--- src/rtl/mips_mc_pkg.sv ---
// Shared types and encodings for the multicycle MIPS controller: FSM states,
// opcode/funct constants, ALU control codes and the control-word bundle.
package mips_mc_pkg;

  typedef enum logic [3:0] {
    FETCH    = 4'd0,
    DECODE   = 4'd1,
    MEMADR   = 4'd2,
    MEMRD    = 4'd3,
    MEMWB    = 4'd4,
    MEMWR    = 4'd5,
    RTYPEEX  = 4'd6,
    RTYPEWB  = 4'd7,
    BRANCHEX = 4'd8,
    IMMEX    = 4'd9,
    IMMWB    = 4'd10,
    JEX      = 4'd11,
    TRAP     = 4'd12
  } statetype;

  localparam logic [5:0] OP_RTYPE = 6'b000000;
  localparam logic [5:0] OP_LW    = 6'b100011;
  localparam logic [5:0] OP_SW    = 6'b101011;
  localparam logic [5:0] OP_BEQ   = 6'b000100;
  localparam logic [5:0] OP_BNE   = 6'b000101;
  localparam logic [5:0] OP_ADDI  = 6'b001000;
  localparam logic [5:0] OP_SLTI  = 6'b001010;
  localparam logic [5:0] OP_ANDI  = 6'b001100;
  localparam logic [5:0] OP_ORI   = 6'b001101;
  localparam logic [5:0] OP_J     = 6'b000010;

  localparam logic [5:0] FN_ADD = 6'b100000;
  localparam logic [5:0] FN_SUB = 6'b100010;
  localparam logic [5:0] FN_AND = 6'b100100;
  localparam logic [5:0] FN_OR  = 6'b100101;
  localparam logic [5:0] FN_SLT = 6'b101010;

  localparam logic [2:0] ALU_ADD = 3'b010;
  localparam logic [2:0] ALU_SUB = 3'b110;
  localparam logic [2:0] ALU_AND = 3'b000;
  localparam logic [2:0] ALU_OR  = 3'b001;
  localparam logic [2:0] ALU_SLT = 3'b111;

  typedef struct packed {
    logic       mem_req;
    logic       iord;
    logic       memwrite;
    logic       irwrite;
    logic       regdst;
    logic       memtoreg;
    logic       regwrite;
    logic       alusrca;
    logic [1:0] alusrcb;
    logic       immext;
    logic [1:0] pcsrc;
    logic       pcen;
    logic [2:0] alu;
  } ctrl_t;

  localparam ctrl_t CTRL_IDLE = '0;

  // Opcodes that only decode when the ISA extensions are enabled.
  function automatic logic is_ext_op(input logic [5:0] op);
    return (op == OP_BNE) || (op == OP_SLTI) || (op == OP_ANDI) || (op == OP_ORI);
  endfunction

endpackage

--- src/rtl/mips_mc_controller_aludec.sv ---
// Combinational ALU decoder: funct -> alucontrol for R-type (with a validity
// flag feeding the trap) and op -> alucontrol/zero-extend for immediate ops.
module mc_aludec
  import mips_mc_pkg::*;
(
  input  logic [5:0] op,
  input  logic [5:0] funct,
  output logic [2:0] alu_r,
  output logic       r_valid,
  output logic [2:0] alu_i,
  output logic       i_zext
);

  always_comb begin
    alu_r   = ALU_ADD;
    r_valid = 1'b1;
    case (funct)
      FN_ADD:  alu_r = ALU_ADD;
      FN_SUB:  alu_r = ALU_SUB;
      FN_AND:  alu_r = ALU_AND;
      FN_OR:   alu_r = ALU_OR;
      FN_SLT:  alu_r = ALU_SLT;
      default: begin
        alu_r   = ALU_ADD;
        r_valid = 1'b0;
      end
    endcase
  end

  // Logical immediates zero-extend; arithmetic ones sign-extend.
  always_comb begin
    alu_i  = ALU_ADD;
    i_zext = 1'b0;
    case (op)
      OP_SLTI: alu_i = ALU_SLT;
      OP_ANDI: begin
        alu_i  = ALU_AND;
        i_zext = 1'b1;
      end
      OP_ORI: begin
        alu_i  = ALU_OR;
        i_zext = 1'b1;
      end
      default: begin
        alu_i  = ALU_ADD;
        i_zext = 1'b0;
      end
    endcase
  end

endmodule

--- src/rtl/mips_mc_controller.sv ---
// Multicycle MIPS control unit: Moore FSM with memory wait-state handshake,
// optional BNE/SLTI/ANDI/ORI decode and a sticky illegal-instruction trap.
module mips_mc_controller
  import mips_mc_pkg::*;
#(
  parameter int EXT_OPS   = 1,
  parameter int ALUCTRL_W = 3
) (
  input  logic                 clk,
  input  logic                 reset,
  input  logic [5:0]           op,
  input  logic [5:0]           funct,
  input  logic                 zero,
  input  logic                 mem_ready,
  output logic                 mem_req,
  output logic                 iord,
  output logic                 memwrite,
  output logic                 irwrite,
  output logic                 regdst,
  output logic                 memtoreg,
  output logic                 regwrite,
  output logic                 alusrca,
  output logic [1:0]           alusrcb,
  output logic                 immext,
  output logic [1:0]           pcsrc,
  output logic                 pcen,
  output logic [ALUCTRL_W-1:0] alucontrol,
  output logic                 illegal
);

  localparam logic EXT_EN = (EXT_OPS != 0);

  statetype   state_q, state_d;
  logic       illegal_q, illegal_d;
  logic [2:0] alu_r_s, alu_i_s;
  logic       r_valid_s, i_zext_s;
  ctrl_t      ctrl_s, ctrl_o_s;

  mc_aludec u_aludec (
    .op      (op),
    .funct   (funct),
    .alu_r   (alu_r_s),
    .r_valid (r_valid_s),
    .alu_i   (alu_i_s),
    .i_zext  (i_zext_s)
  );

  // State and sticky trap flag registers.
  always_ff @(posedge clk or negedge reset) begin
    if (!reset) begin
      state_q   <= FETCH;
      illegal_q <= 1'b0;
    end else begin
      state_q   <= state_d;
      illegal_q <= illegal_d;
    end
  end

  // Next-state logic.
  always_comb begin
    state_d = state_q;
    case (state_q)
      FETCH: begin
        if (mem_ready) state_d = DECODE;
        else           state_d = FETCH;
      end
      DECODE: begin
        case (op)
          OP_LW, OP_SW: state_d = MEMADR;
          OP_RTYPE:     state_d = RTYPEEX;
          OP_BEQ:       state_d = BRANCHEX;
          OP_ADDI:      state_d = IMMEX;
          OP_J:         state_d = JEX;
          OP_BNE: begin
            if (EXT_EN) state_d = BRANCHEX;
            else        state_d = TRAP;
          end
          OP_SLTI, OP_ANDI, OP_ORI: begin
            if (EXT_EN) state_d = IMMEX;
            else        state_d = TRAP;
          end
          default: state_d = TRAP;
        endcase
      end
      MEMADR: begin
        if (op == OP_SW) state_d = MEMWR;
        else             state_d = MEMRD;
      end
      MEMRD: begin
        if (mem_ready) state_d = MEMWB;
        else           state_d = MEMRD;
      end
      MEMWR: begin
        if (mem_ready) state_d = FETCH;
        else           state_d = MEMWR;
      end
      RTYPEEX: begin
        if (r_valid_s) state_d = RTYPEWB;
        else           state_d = TRAP;
      end
      IMMEX:                                   state_d = IMMWB;
      MEMWB, RTYPEWB, BRANCHEX, IMMWB, JEX:    state_d = FETCH;
      TRAP:                                    state_d = TRAP;
      default:                                 state_d = TRAP;
    endcase
    illegal_d = illegal_q | (state_d == TRAP);
  end

  // Moore control word per state; only the FETCH strobes and the branch
  // enable look at live inputs.
  always_comb begin
    ctrl_s = CTRL_IDLE;
    case (state_q)
      FETCH: begin
        ctrl_s.mem_req = 1'b1;
        ctrl_s.alusrcb = 2'b01;
        ctrl_s.alu     = ALU_ADD;
        ctrl_s.irwrite = mem_ready;
        ctrl_s.pcen    = mem_ready;
      end
      DECODE: begin
        ctrl_s.alusrcb = 2'b11;
        ctrl_s.alu     = ALU_ADD;
      end
      MEMADR: begin
        ctrl_s.alusrca = 1'b1;
        ctrl_s.alusrcb = 2'b10;
        ctrl_s.alu     = ALU_ADD;
      end
      MEMRD: begin
        ctrl_s.mem_req = 1'b1;
        ctrl_s.iord    = 1'b1;
      end
      MEMWB: begin
        ctrl_s.memtoreg = 1'b1;
        ctrl_s.regwrite = 1'b1;
      end
      MEMWR: begin
        ctrl_s.mem_req  = 1'b1;
        ctrl_s.iord     = 1'b1;
        ctrl_s.memwrite = 1'b1;
      end
      RTYPEEX: begin
        ctrl_s.alusrca = 1'b1;
        ctrl_s.alu     = alu_r_s;
      end
      RTYPEWB: begin
        ctrl_s.regdst   = 1'b1;
        ctrl_s.regwrite = 1'b1;
      end
      BRANCHEX: begin
        ctrl_s.alusrca = 1'b1;
        ctrl_s.alu     = ALU_SUB;
        ctrl_s.pcsrc   = 2'b01;
        // op[0] distinguishes BNE (000101) from BEQ (000100).
        if (op[0]) ctrl_s.pcen = ~zero;
        else       ctrl_s.pcen = zero;
      end
      IMMEX: begin
        ctrl_s.alusrca = 1'b1;
        ctrl_s.alusrcb = 2'b10;
        ctrl_s.alu     = alu_i_s;
        ctrl_s.immext  = i_zext_s;
      end
      IMMWB: begin
        ctrl_s.regwrite = 1'b1;
      end
      JEX: begin
        ctrl_s.pcsrc = 2'b10;
        ctrl_s.pcen  = 1'b1;
      end
      TRAP:    ctrl_s = CTRL_IDLE;
      default: ctrl_s = CTRL_IDLE;
    endcase
  end

  // Reset overrides the decoded word so an in-flight access drops at once.
  always_comb begin
    if (reset) ctrl_o_s = ctrl_s;
    else       ctrl_o_s = CTRL_IDLE;
  end

  assign mem_req    = ctrl_o_s.mem_req;
  assign iord       = ctrl_o_s.iord;
  assign memwrite   = ctrl_o_s.memwrite;
  assign irwrite    = ctrl_o_s.irwrite;
  assign regdst     = ctrl_o_s.regdst;
  assign memtoreg   = ctrl_o_s.memtoreg;
  assign regwrite   = ctrl_o_s.regwrite;
  assign alusrca    = ctrl_o_s.alusrca;
  assign alusrcb    = ctrl_o_s.alusrcb;
  assign immext     = ctrl_o_s.immext;
  assign pcsrc      = ctrl_o_s.pcsrc;
  assign pcen       = ctrl_o_s.pcen;
  assign alucontrol = ALUCTRL_W'(ctrl_o_s.alu);
  assign illegal    = illegal_q;

endmodule

--- config.mk ---
export PLATFORM = sky130hd
export DESIGN_NAME = mips_mc_controller
export DESIGN_NICKNAME = d
export VERILOG_FILES = /design/src/rtl/mips_mc_pkg.sv /design/src/rtl/mips_mc_controller_aludec.sv /design/src/rtl/mips_mc_controller.sv
export SDC_FILE = /design/constraint.sdc
export NUM_CORES = 1
export LEC_CHECK = 0
export BUFFER_PORTS_ARGS = -buffer_cell sky130_fd_sc_hd__buf_2
export CAP_MARGIN = 5
export CORE_ASPECT_RATIO = 0.8
export CORE_MARGIN = 5
export CORE_UTILIZATION = 43
export DETAILED_ROUTE_END_ITERATION = 7
export GPL_TIMING_DRIVEN = 0
export PLACE_DENSITY = 0.87
export REMOVE_ABC_BUFFERS = 1
export SYNTH_ARGS = -nofsm -noshare
export SYNTH_HDL_FRONTEND = slang
export SYNTH_SLANG_ARGS = --single-unit
--- constraint.sdc ---
create_clock -name clk -period 1.6 [get_ports clk]
set_clock_uncertainty 0.15 [all_clocks]
set_input_delay 0.08 -clock clk [delete_from_list [all_inputs] [get_ports clk]]
set_output_delay 0.08 -clock clk [all_outputs]
set_load 0.02 [all_outputs]
==> results.json, run 1 <==
{
  "cts-buffers-inserted": 3,
  "wire_per_inst_um": 20.3,
  "r2r_start": "state_q[0]",
  "relSlewSlack_pct": 68.6,
  "grt_start_max_net_pins": 17,
  "syn_avg_cell_area_sq_um": 7.18,
  "clkLatencyLatePin_ns": 0.25,
  "fin_util_pct": 79.4,
  "pin_count": 34,
  "drive_gt1_share_pct": 60.0,
  "powerDensity_mw_per_mm2": 1390,
  "fp.dieW_um": 59.6,
  "ir_drop_v": 0.000992,
  "cts_buffer_depth": 2,
  "drt_iter0_markers": 86,
  "synth_edf_count": 0,
  "grt-ovfl-total": 0,
  "die_area_sq_mm": 0.00296,
  "place_hpwl_um": 1950,
  "min_path_type": "input port to flop",
  "min_from": "op[4]",
  "dr.pass1.iters": 4,
  "cp_slowest_cell": "dfrtp_2",
  "clock.fmax_mhz": 523,
  "cts_max_level": 1,
  "grtUsageTotal_pct": 24.7,
  "antennaDiodeCount": 0,
  "area.growth.synth_to_final_pct": 75.6,
  "cpPeakStageDelay_ns": 0.45,
  "status": "complete, but fails checks",
  "wl_um": 3930,
  "vias": 1303,
  "finalMaxSlewViolations": 0,
  "syn_inst": 118,
  "synth_top_area_share_pct": 14.8,
  "synth_seq_cells": 5,
  "yosys.area.top_type": "dfrtp_1",
  "drc_errors": 0,
  "yosysWarnings": 0,
  "critPathMaxFanout": 4,
  "end_kind": "output pin",
  "tightest_slew_ns": 0.470,
  "pre_cts_slack_ns": -0.503,
  "met2_usage_pct": 39.1,
  "violations": "negative setup slack",
  "first_global_vias": 1213,
  "power.leakage_nw": 0.641,
  "die_y_um": 49.7,
  "synth_area_sq_um": 847,
  "ys.flop_type": "dfrtp_1",
  "hold_viol_final": 0,
  "critPathRequiredTime_ns": 1.37,
  "startpoint_type": "flop",
  "postSynth.asyncResetShare_pct": 100,
  "period_minus_slack_ns": 1.91,
  "vias_per_cell": 6.72,
  "coreArea_sq_mm": 0.00187,
  "rsz0062_at_grt": "true",
  "rows": 14,
  "cts_root_buffer": "clkbuf_4",
  "nets": 187,
  "antenna_found_initial": 0,
  "synth.yosys.seq_area_share_pct": 14.8,
  "worst-path-buf-inv": 2,
  "portBuffers": 33,
  "critPathLaunch": "state_q[1]",
  "met1_usage_pct": 31.0,
  "cts.sinks": 5,
  "crit_chain": "buf_12 > or3_4 > nor4b_4 > a41o_1 > buf_6",
  "crit_family": "simple AND/OR/NAND/NOR gates",
  "tns_ns": -3.91,
  "final_antenna_net_count": 0,
  "busiest_layer": "met2",
  "synth_area_leaders": "dfrtp_1 (15%), nor2_1 (7.1%), nand2_1 (4.4%)",
  "setup_viol": 20,
  "arrival_ns": 1.68,
  "gp_congestion": 0.869,
  "fin_crit_sh_pct": 120,
  "clkTransAtPathRegs_ns": 0.05,
  "met3_usage_pct": 4.70,
  "initial_utilization_pct": 45.2,
  "yosysUniqueCellTypes": 51,
  "grt_pass1_wl_um": 5660,
  "setup_ws_ns": -0.313,
  "cts_tree": "yes",
  "maxCapViolCount": 0,
  "worstSetupPathType": "flop to output pin"
}
[layout make-up]
| class | count | area, sq um |
|---|---|---|
| tap | 24 | 30.0 |
| clock buffer | 4 | 26.3 |
| timing repair buffer | 56 | 432 |
| inverter | 5 | 23.8 |
| fill | 123 | 387 |
| multi-input combinational | 100 | 846 |
| sequential | 5 | 130 |
[path summary, 6_finish.rpt]
| kind | endpoint | cells past startpoint | slack [ns] |
|---|---|---|---|
| worst min register to register | illegal | 2 | 0.45 |
| worst min-delay path | state_q[1] | 4 | 0.11 |
| worst max-delay path | pcen | 5 | -0.31 |
| worst max register to register | illegal | 5 | -0.25 |
| max in group asynchronous | state_q[2] | 2 | 0.86 |
| min in group asynchronous | state_q[0] | 2 | 0.22 |
[where the power goes]
group | internal [mW] | switching (mW) | total [mW]
Sequential | 0.181 | 0.0871 | 0.268
Combinational | 0.743 | 0.891 | 1.63
Clock | 0.0951 | 0.0644 | 0.160
[synth_stat cells, types with 2 or more instances]
cell and count:
nor2_1 16, nand2_1 10, a21oi_1 6, nand2b_1 6
dfrtp_1 5, inv_1 5, nand3_1 5, nor3_1 5
buf_2 4, nor2b_1 4, a32oi_1 3, nor4_1 3
xnor2_1 3, a21o_1 2, o211a_1 2, o21ai_0 2
o31ai_1 2, or3_1 2
[metrics by stage]
step	cells	power [mW]	hold WS [ns]	area [sq um]
2_1_floorplan	110	0.852	-0.366	801
3_3_place_gp	167	1.08	-0.202	996
3_5_place_dp	167	1.11	-0.203	996
4_1_cts	191	1.76	0.131	1370
5_1_grt	194	2.15	0.126	1490
6_report	194	2.06	0.105	1490
[layer usage]
layer,up-vias,wire length [um]
met5,-,0
met4,0,303
met3,40,394
met2,121,1780
met1,594,1450
li1,548,-
[sequential cells by signal (all words and copies together), names as in the netlist]
register,flops
illegal,1
state_q,4
[logic make-up after synthesis]
family	share of synthesized area [%]
multiplexers	2.51
flip-flops	14.8
AND/OR/NAND/NOR	44.2
AO/OA/AOI/OAI	27.8
XOR/XNOR	3.10
buffers and inverters	7.68
[what timing repair did]
action / 4_1_cts / 5_1_grt
endpoints found under the hold margin: 5 / 0
hold buffers: 1 / 0
cloned: 0 / 0
pin swaps: 18 / 13
resized for setup: 52 / 25
endpoints found under the setup margin: 20 / 22
setup buffers: 19 / 3
[layout by cell type (no fill, tap or decap), drive strengths merged, types with 5 or more instances in the layout]
cell type,count
buf,55
nand2,10
nand3,6
nor2,16
dfrtp,5
nor3,5
a21oi,6
inv,5
nand2b,6
[worst reg2reg max path: cells and delay by family (launching register included)]
kind / cells / cell delay (ns)
flops: 1 / 0.49
simple gates: 1 / 0.49
compound gates: 3 / 0.47
buf+inv: 1 / 0.17
(Power assumes the default switching activity.)
==> run 2: changes to the inputs <==
--- a/config.mk
+++ b/config.mk
@@ -17,3 +17,4 @@
 export SYNTH_ARGS = -nofsm -noshare
 export SYNTH_HDL_FRONTEND = slang
 export SYNTH_SLANG_ARGS = --single-unit
+export TNS_END_PERCENT = 50
==> run 2 against run 1 <==
Largest cell class unchanged. The flow finishes with violations (design-rule violations, negative setup slack). Combinational power hardly changed. Critical path type unchanged. Non-clock buffer count stayed put. Sequential share of layout area stayed put.
==> results.json, run 2 (synthesized netlist as in run 1, its figures left out) <==
{
  "finalMaxSlewViolations": 0,
  "holdPathStages": 4,
  "place_inst": 167,
  "tns_ns": -3.92,
  "first_global_vias": 1163,
  "wl_um": 4110,
  "power.leakage_nw": 0.640,
  "critPathRequiredTime_ns": 1.37,
  "grtUsageTotal_pct": 23.2,
  "fill_cells": 118,
  "gp_congestion": 0.869,
  "cts_tree": "yes",
  "min_from": "op[1]",
  "pin_count": 34,
  "hold_end": "state_q[2]",
  "maxCapViolCount": 0,
  "area.growth.synth_to_final_pct": 75.6,
  "multiInputGateArea_sq_um": 842,
  "fp.dieW_um": 59.6,
  "period_minus_slack_ns": 1.94,
  "ff2ff_path_depth": 5,
  "critPathMaxFanout": 4,
  "layout_common_cells": "buf_4 (25), buf_2 (18), nor2_1 (13)",
  "cts_max_level": 1,
  "cts_root_buffer": "clkbuf_4",
  "vias_per_cell": 6.71,
  "cts-buffers-inserted": 3,
  "setup_viol": 21,
  "vias": 1301,
  "wire_per_inst_um": 21.2,
  "grt_pass1_wl_um": 5330,
  "clkLatencyLatePin_ns": 0.24,
  "grt_start_max_net_pins": 17,
  "drc_errors": 3,
  "grt-ovfl-total": 0,
  "rsz0062_at_grt": "true",
  "place_area_sq_um": 996,
  "die_y_um": 49.7,
  "ir_drop_v": 0.00101,
  "cts_buffer_depth": 2,
  "antennaDiodeCount": 0,
  "antenna_found_initial": 0,
  "regMostFlops": "state_q",
  "cts.sinks": 5,
  "rows": 14,
  "end_kind": "output pin",
  "total_power_mw": 2.07,
  "initial_utilization_pct": 45.2,
  "die_area_sq_mm": 0.00296,
  "largest_register_ffs": 4,
  "tightest_slew_ns": 0.464,
  "powerDensity_mw_per_mm2": 1390,
  "pre_cts_slack_ns": -0.503,
  "clkTransAtPathRegs_ns": 0.05,
  "layout.cells.non_filler": 194,
  "r2r_slack_ns": -0.30,
  "r2r-end": "illegal",
  "coreArea_sq_mm": 0.00187,
  "seqCellArea_sq_um": 130,
  "arrival_ns": 1.71,
  "violations": "design-rule violations, negative setup slack",
  "fin_crit_sh_pct": 121,
  "place_hpwl_um": 1950,
  "setup_ws_ns": -0.337,
  "drt_iter0_markers": 144,
  "startpoint_type": "flop",
  "drive_gt1_share_pct": 57.6,
  "worstSetupPathType": "flop to output pin",
  "whs_ns": 0.155,
  "fin_util_pct": 79.4,
  "clock.fmax_mhz": 516,
  "r2r_start": "state_q[0]",
  "final_antenna_net_count": 0,
  "hold_viol_final": 0,
  "dr.pass1.iters": 8,
  "nets": 187,
  "mostFrequentLayoutCell": "buf_4",
  "status": "complete, but fails checks",
  "min_path_type": "input port to flop",
  "relSlewSlack_pct": 69.0,
  "portBuffers": 33,
  "fin_area_sq_mm": 0.00149
}
==> run 2: cell counts in the layout (fill, tap and decap cells not counted) <==
No cell type changed its count.
==> run 2: worst max-delay path by stage <==
stage / end / depth (start not counted) / start
4_1_cts: pcen / 5 / state_q[1]
6_report: alucontrol[0] / 5 / state_q[2]
3_3_place_gp: alucontrol[0] / 5 / state_q[2]
3_5_place_dp: alucontrol[0] / 5 / state_q[2]
5_1_grt: immext / 5 / state_q[0]
2_1_floorplan: mem_req / 3 / state_q[2]
==> run 2: worst max-delay path: stages (launching register included) <==
cell and delay (ns):
dfrtp_2 0.44, inv_4 0.10, nand2_8 0.06, or4_4 0.55
a21oi_4 0.17, buf_6 0.14
==> run 2: repair_timing <==
item,in CTS,in global routing
resized for setup,44,30
endpoints found under the setup margin,20,22
hold buffers,1,0
setup buffers,16,6
pin swaps,14,13
hold endpoints to repair,5,0
==> run 2: cell type report <==
class                      count  area share [%]
tap                           24            2.02
inverter                       5            1.60
clock buffer                   4            1.77
sequential                     5            8.75
timing repair buffer          56            29.3
multi-input combinational    100            56.6
==> run 2: power breakdown <==
part           switching, mW  leakage, nW  internal (mW)  total (mW)
clock                 0.0586       0.0150         0.0947       0.153
combinational          0.894        0.565          0.745        1.64
sequential            0.0935       0.0603          0.181       0.275
==> run 2: metal layers <==
layer  track usage [%]  wire, um  vias to the layer above
met1              29.4      1510                      591
met4              13.3       291                        0
met5                 0         0                        -
met2              35.3      1890                      127
li1                  -         -                      545
met3              5.48       420                       38
